===== config.mk =====
export PLATFORM = sky130hd
export DESIGN_NAME = cg_phase_sequencer
export DESIGN_NICKNAME = d
export VERILOG_FILES = /design/src/rtl/cg_pkg.sv /design/src/rtl/cg_block_addr_gen.sv /design/src/rtl/cg_phase_sequencer.sv
export SDC_FILE = /design/constraint.sdc
export NUM_CORES = 1
export LEC_CHECK = 0
export ABC_AREA = 1
export BUFFER_PORTS_ARGS = -buffer_cell sky130_fd_sc_hd__buf_4
export CORE_ASPECT_RATIO = 0.6
export CORE_UTILIZATION = 45
export CTS_BUF_LIST = sky130_fd_sc_hd__clkbuf_4
export DETAILED_ROUTE_END_ITERATION = 8
export GPL_ROUTABILITY_DRIVEN = 0
export PLACE_DENSITY = 0.74
export SYNTH_ARGS = -nofsm -noshare
export SYNTH_HDL_FRONTEND = slang
export SYNTH_SLANG_ARGS = --single-unit

===== constraint.sdc =====
create_clock -name clk -period 3.5 [get_ports clk]
set_input_delay 0 -clock clk [delete_from_list [all_inputs] [get_ports clk]]
set_output_delay 0 -clock clk [all_outputs]
set_load 0.01 [all_outputs]

===== src/rtl/cg_pkg.sv =====
// Shared types and helpers for the conjugate-gradient phase sequencer.
package cg_pkg;

  typedef enum logic [3:0] {
    PH_IDLE   = 4'd0,
    PH_MXV    = 4'd1,
    PH_DOT_PQ = 4'd2,
    PH_ALPHA  = 4'd3,
    PH_UPD_XR = 4'd4,
    PH_DOT_RR = 4'd5,
    PH_CHECK  = 4'd6,
    PH_BETA   = 4'd7,
    PH_UPD_P  = 4'd8,
    PH_FINISH = 4'd9
  } phase_t;

  localparam int CG_NO_OF_UNITS = 8;

  function automatic int cg_log2(input int value);
    int r;
    r = 0;
    for (int i = 0; i < 31; i++) begin
      if ((1 << i) < value) r = i + 1;
    end
    return r;
  endfunction

  localparam int CG_LOG2_UNITS = cg_log2(CG_NO_OF_UNITS);

  function automatic logic is_stream_phase(input phase_t p);
    return (p == PH_MXV) || (p == PH_DOT_PQ) || (p == PH_UPD_XR) ||
           (p == PH_DOT_RR) || (p == PH_UPD_P);
  endfunction

  function automatic logic is_scalar_phase(input phase_t p);
    return (p == PH_ALPHA) || (p == PH_BETA);
  endfunction

  // CHECK and FINISH are sequenced explicitly by the FSM, not here.
  function automatic phase_t next_phase(input phase_t p);
    phase_t n;
    case (p)
      PH_MXV:    n = PH_DOT_PQ;
      PH_DOT_PQ: n = PH_ALPHA;
      PH_ALPHA:  n = PH_UPD_XR;
      PH_UPD_XR: n = PH_DOT_RR;
      PH_DOT_RR: n = PH_CHECK;
      PH_BETA:   n = PH_UPD_P;
      PH_UPD_P:  n = PH_MXV;
      default:   n = PH_IDLE;
    endcase
    return n;
  endfunction

endpackage


===== src/rtl/cg_block_addr_gen.sv =====
// Loadable block address counter: restarts at 0 on load, advances on each
// accepted address, flags the final block.
module cg_block_addr_gen #(
  parameter int ADDR_WIDTH = 32
) (
  input  logic                  clk,
  input  logic                  reset,
  input  logic                  load,
  input  logic                  adv,
  input  logic [ADDR_WIDTH-1:0] blocks,
  output logic [ADDR_WIDTH-1:0] addr,
  output logic                  last
);

  logic [ADDR_WIDTH-1:0] last_addr;

  always_ff @(posedge clk) begin
    if (reset) begin
      addr      <= '0;
      last_addr <= '0;
    end else if (load) begin
      addr      <= '0;
      last_addr <= blocks - ADDR_WIDTH'(1);
    end else if (adv && !last) begin
      addr <= addr + ADDR_WIDTH'(1);
    end
  end

  assign last = (addr == last_addr);

endmodule


===== src/rtl/cg_phase_sequencer.sv =====
// CG iteration phase scheduler: sequences the vector/matrix units and streams
// block addresses. Optional perf counters enabled by defining CG_PERF_CNT_EN.
module cg_phase_sequencer
  import cg_pkg::*;
#(
  parameter int NO_OF_UNITS = CG_NO_OF_UNITS,
  parameter int ADDR_WIDTH  = 32,
  parameter int ITER_WIDTH  = 11
) (
  input  logic                  clk,
  input  logic                  reset,
  input  logic                  start,
  input  logic [31:0]           total,
  input  logic [ITER_WIDTH-1:0] max_iter,
  input  logic                  converged,
  output phase_t                phase_id,
  output logic                  phase_start,
  output logic [ADDR_WIDTH-1:0] rd_addr,
  output logic                  rd_valid,
  input  logic                  rd_ready,
  input  logic                  unit_done,
  output logic [ITER_WIDTH-1:0] iteration,
  output logic                  busy,
  output logic                  done,
  output logic                  halt
`ifdef CG_PERF_CNT_EN
  ,
  output logic [31:0]           cycle_count,
  output logic [31:0]           stall_count
`endif
);

  localparam int LOG2_UNITS = cg_log2(NO_OF_UNITS);

  phase_t                state, state_nxt;
  logic [ADDR_WIDTH-1:0] blocks_q, blocks_calc, blocks_load;
  logic [ITER_WIDTH-1:0] max_iter_q, iter_q;
  logic [ITER_WIDTH:0]   iter_inc;
  logic                  busy_q, halt_q, rd_valid_q, phase_start_q;
  logic                  done_latch, stream_done;
  logic                  accept, handshake, addr_last, stream_end, done_seen;
  logic                  check_finish, active, entering, enter_stream;

  assign accept       = start && !busy_q && (total != 32'd0);
  assign handshake    = rd_valid_q && rd_ready;
  assign stream_end   = is_stream_phase(state) ? (stream_done || (handshake && addr_last)) : 1'b1;
  assign done_seen    = done_latch || unit_done;
  assign iter_inc     = {1'b0, iter_q} + (ITER_WIDTH + 1)'(1);
  assign check_finish = converged || (iter_inc >= {1'b0, max_iter_q});
  assign active       = is_stream_phase(state) || is_scalar_phase(state);
  assign entering     = (state_nxt != state);
  assign enter_stream = entering && is_stream_phase(state_nxt);

  // Round-up division by the lane count; the new value bypasses blocks_q on the start cycle.
  assign blocks_calc = ADDR_WIDTH'(total >> LOG2_UNITS) +
                       ADDR_WIDTH'(|(total & 32'(NO_OF_UNITS - 1)));
  assign blocks_load = accept ? blocks_calc : blocks_q;

  always_comb begin
    state_nxt = state;
    unique case (state)
      PH_IDLE:   if (accept) state_nxt = PH_MXV;
      PH_CHECK:  state_nxt = check_finish ? PH_FINISH : PH_BETA;
      PH_FINISH: state_nxt = PH_IDLE;
      default:   if (stream_end && done_seen) state_nxt = next_phase(state);
    endcase
  end

  // stage p0: phase state register
  always_ff @(posedge clk) begin
    if (reset) state <= PH_IDLE;
    else       state <= state_nxt;
  end

  // stage p0: control registers alongside the phase state
  always_ff @(posedge clk) begin
    if (reset) begin
      phase_start_q <= 1'b0;
      rd_valid_q    <= 1'b0;
      stream_done   <= 1'b0;
      done_latch    <= 1'b0;
      busy_q        <= 1'b0;
      halt_q        <= 1'b0;
      iter_q        <= '0;
    end else begin
      phase_start_q <= entering && (is_stream_phase(state_nxt) || is_scalar_phase(state_nxt));

      if (enter_stream)                 rd_valid_q <= 1'b1;
      else if (handshake && addr_last)  rd_valid_q <= 1'b0;

      if (entering)                     stream_done <= 1'b0;
      else if (handshake && addr_last)  stream_done <= 1'b1;

      if (entering)                     done_latch <= 1'b0;
      else if (active && unit_done)     done_latch <= 1'b1;

      if (accept)                       busy_q <= 1'b1;
      else if (state == PH_FINISH)      busy_q <= 1'b0;

      if (accept)                       halt_q <= 1'b0;
      else if (state == PH_FINISH)      halt_q <= 1'b1;

      if (accept)                       iter_q <= '0;
      else if (state == PH_CHECK)       iter_q <= iter_inc[ITER_WIDTH-1:0];
    end
  end

  // Solve parameters captured on accepted start; max_iter of 0 behaves as 1.
  always_ff @(posedge clk) begin
    if (accept) begin
      blocks_q   <= blocks_calc;
      max_iter_q <= (max_iter == '0) ? ITER_WIDTH'(1) : max_iter;
    end
  end

  cg_block_addr_gen #(
    .ADDR_WIDTH(ADDR_WIDTH)
  ) u_addr_gen (
    .clk    (clk),
    .reset  (reset),
    .load   (enter_stream),
    .adv    (handshake),
    .blocks (blocks_load),
    .addr   (rd_addr),
    .last   (addr_last)
  );

  assign phase_id    = state;
  assign phase_start = phase_start_q;
  assign rd_valid    = rd_valid_q;
  assign iteration   = iter_q;
  assign busy        = busy_q;
  assign done        = (state == PH_FINISH);
  assign halt        = halt_q;

`ifdef CG_PERF_CNT_EN
  logic [31:0] cycle_q, stall_q;

  // stage p1: saturating performance counters
  always_ff @(posedge clk) begin
    if (reset || accept) begin
      cycle_q <= '0;
      stall_q <= '0;
    end else begin
      if (busy_q && (cycle_q != '1))                     cycle_q <= cycle_q + 32'd1;
      if (rd_valid_q && !rd_ready && (stall_q != '1))    stall_q <= stall_q + 32'd1;
    end
  end

  assign cycle_count = cycle_q;
  assign stall_count = stall_q;
`endif

endmodule


==> results.md <==
* Status: completed
* Commonest non-fill, non-tap cell in the layout: nand2_1
* DP Area at 9930 sq um
* Ports at 101
* GRT Total Usage at 25.6%
* XOR/XNOR share of the synthesized area at 8.55%
* CP bufs+invs at 4
* First-pass GRT wire length at 41.2 mm
* CP endpoint kind: register
* RSZ-0062 raised after global routing: true
* Post-synthesis net count at 1453
* Initial antenna violation count at 0
* Met3 Use GR at 8.11%
* Clock Tree Buf Depth at 2
* Setup slack, reg-to-reg at 0.23 ns
* Clock Pin Slew Worst Setup and Hold Paths at 0.12 ns
* Core Area at 19300 sq um
* WHS at 0.0670 ns
* CP Cell Sequence: ha_1 > nand3_1 > nor2_1 > inv_1 > nor2_1 > nand2_1 > xor2_1 > inv_1 > ha_1 > nand2_1 > nor2_1 > o21ai_1 > nand3_2 > nand2_1 > nand2_2 > nand2_1 > nand2_1 > nand2_2 > clkinv_1 > nand2_2 > nand2_8 > nand2_8 > clkbuf_16 > nor2_2
* WP data arrival at 3.75 ns
* Routed length per instance at 14.4 um
* Final slew viol count at 0
* Num Clock Sinks at 128
* Synth unique cells at 47
* Slowest stage delay, CP at 0.38 ns
* H-tree depth at 4
* Register area share after synthesis at 29.7%
* Synthesized area at 9010 sq um
* Number of enable flip-flop cells after synthesis at 11
* Post-DP HPWL at 19.9 mm
* Post-Route Skew at 0.0251 ns
* Part of the power in registers at 27.5%
* Fin cells at 1814
* Avg Inst Size Synth at 6.49 sq um
* Synth Warn # at 0
* Die Y at 112 um
* Mux contribution to synthesized area at 0%
* WHS Path Cells at 5
* CP most frequent cell: nand2_1
* CTS tree: done
* Setup CP Type: reg -> reg
* Final Hold Viols at 0
* M1 GR Usage at 39.0%
* Placed insts at 1729
* Core Rows at 39
* Via count at 9134
* Layout cell share with drive strength beyond 1 at 19.3%
* VDD IR max at 0.629 mV
* Adder-cell share of the synthesized area at 2.22%
* Worst EP required at 3.97 ns
* Setup violators final at 0
* Clk pwr share at 17.2%
* Simple-gate portion of the synthesized area at 41.5%
* Max-cap violation count at 0
* Relative slew slack at 53.1%
* Commonest non-fill, non-tap cells in the layout: 380 x nand2_1, 191 x nor2_1, 189 x inv_1, 116 x dfxtp_1, 115 x buf_4
* Part of the power in combinational logic at 55.3%
* Ant diodes at 0
* Nets at 1600
* FMAX at 0.305 GHz
* Clock latency on the worst-skew pair at 0.58 ns
* Crit start category: register
* Hold_sp: total[10]
* Min-delay worst type: in -> reg
* Grt met2 use at 34.5%
* Aggregate global routing overflow at 0
* Buffers on Ports at 100
* Critical Path Slowest Stage Cell: dfxtp_2
* Crit share post-route at 93.6%
* Switch Pwr at 0.00314 W
* CP max FO at 8
* Synth Area in Compound Gates at 6.32%
* Share of flip-flops with an asynchronous set or reset at 0%
* Combinational family with the most area after synthesis: simple AND/OR/NAND/NOR gates
* CP delay by family, top: simple AND/OR/NAND/NOR gates
* Mapped Cells at 1388
* Drt pass-1 iters at 6
* Layout area overhead at 20.7%
* Cell area after layout at 10900 sq um
* Initial Util at 46.6%
* Num CTS Buffers at 17
* Synthesis-stage register bit count at 128
* DRC violation total after the first TritonRoute iteration at 730
* WHS Endpoint: blocks_q[7]$_DFF_P_
* Power per cell area at 630 nW/um^2
* Internal power at 0.00371 W
* Top Usage Layer GRT: met1
* Setup TNS at 0 ns
* Period minus WS final at 3.27 ns
* Die X at 185 um
* Pin count of the biggest net entering global routing at 33
* Final ANT Viol Nets at 0
* Final WL at 26.2 mm
* Leak pwr at 4.93 nW
* Top_reg_cell synth: dfxtp_1
* R2R cell count at 24
* Worst R2R End: u_addr_gen.addr[12]$_SDFFE_PP0P_
* DRC at 0
* Vias in the first global route at 8200
* DIE AREA at 20600 sq um
* Critical Path Stages at 24
* Worst r2r src: iteration[1]$_SDFFE_PP0P_
* Vias per inst at 5.04
* CTS root buffer: clkbuf_4
* Switch share at 45.8%
* Worst-margin pin slew at 0.697 ns
-- sequential cells by signal, summed over array words and instances (netlist names) --
signal	cells
blocks_q	32
u_addr_gen.addr	32
u_addr_gen.last_addr	32
iteration	11
max_iter_q	11
phase_id	4
busy	1
done_latch	1
halt	1
phase_start	1
rd_valid	1
stream_done	1
-- power by group through the flow --
stage / combinational (W) / clock [W] / sequential, W
after floorplan: 0.00255 / 0 / 0.00188
after global placement: 0.00296 / 0 / 0.00191
after detailed placement: 0.00302 / 0 / 0.00192
after CTS: 0.00307 / 0.00119 / 0.00188
after global routing: 0.00416 / 0.00126 / 0.00191
final: 0.00379 / 0.00118 / 0.00188
-- kinds of logic (layout without fill, tap and decap cells) --
kind of cell | after synthesis | in the layout
AND/OR/NAND/NOR | 822 | 823
buffers and inverters | 247 | 406
flip-flops | 128 | 128
XOR/XNOR | 88 | 88
AO/OA/AOI/OAI | 87 | 87
adder cells (fa/ha/maj) | 16 | 16
-- worst register-to-register path: stages, from the launching register on --
cell and delay (ns):
dfxtp_2 0.38, ha_1 0.18, nand3_1 0.12, nor2_1 0.14
inv_1 0.05, nor2_1 0.14, nand2_1 0.09, xor2_1 0.20
inv_1 0.08, ha_1 0.29, nand2_1 0.06, nor2_1 0.04
o21ai_1 0.12, nand3_2 0.16, nand2_1 0.12, nand2_2 0.10
nand2_1 0.07, nand2_1 0.06, nand2_2 0.09, clkinv_1 0.08
nand2_2 0.13, nand2_8 0.09, nand2_8 0.11, clkbuf_16 0.22
nor2_2 0.04
-- final cells by class --
type                            instances  area [sq um]
Fill cell                            1921          8450
Multi-Input combinational cell       1014          5320
Sequential cell                       128          2670
Timing Repair Buffer                  167          1450
Inverter                              207           777
Tap cell                              266           333
Clock inverter                         14           189
Clock buffer                           18           135
-- routing by layer --
layer  up-vias  part of all wire, %  wire, um
met5         -                    0         0
met1      4174                   51     13400
met2       350                   38      9970
li1       4582                    -         -
met3        28                  9.9      2610
met4         0                  1.0       267
-- cells in the mapped netlist, drive strengths merged, types with 23 or more instances --
library cell | number | share of area (%)
buf | 24 | 2.5
xnor2 | 33 | 3.2
xor2 | 55 | 5.3
inv | 204 | 8.5
o21ai | 51 | 3.9
nor3 | 31 | 2.3
nand4 | 23 | 1.6
dfxtp | 117 | 26
nand2 | 410 | 18
a21oi | 31 | 1.9
nand3 | 95 | 5.7
nor2 | 247 | 12
-- how the worst max path moves through the flow --
stage,endpoint,from
floorplan,u_addr_gen.last_addr[31]$_SDFFE_PP0P_,iteration[0]$_SDFFE_PP0P_
CTS,u_addr_gen.last_addr[10]$_SDFFE_PP0P_,iteration[1]$_SDFFE_PP0P_
global placement,u_addr_gen.last_addr[29]$_SDFFE_PP0P_,iteration[1]$_SDFFE_PP0P_
global route,u_addr_gen.last_addr[25]$_SDFFE_PP0P_,iteration[1]$_SDFFE_PP0P_
finish,u_addr_gen.addr[12]$_SDFFE_PP0P_,iteration[1]$_SDFFE_PP0P_
detailed placement,u_addr_gen.last_addr[10]$_SDFFE_PP0P_,iteration[1]$_SDFFE_PP0P_
-- through the flow --
step | setup WS [ns] | power (W) | utilization (%)
5_1_grt | -0.0237 | 0.00734 | 56.3
3_3_place_gp | 0.254 | 0.00487 | 51.4
2_1_floorplan | 0.591 | 0.00443 | -
6_report | 0.226 | 0.00685 | 56.3
3_5_place_dp | 0.0471 | 0.00493 | 51.4
4_1_cts | 0.00592 | 0.00614 | 55.4
-- what timing repair did --
action,CTS,global route
resized for setup,0,11
hold buffers,45,0
endpoints found under the hold margin,62,0
endpoints found under the setup margin,0,65
setup buffers,0,4
Note: power is estimated with default switching activity, not from simulation.
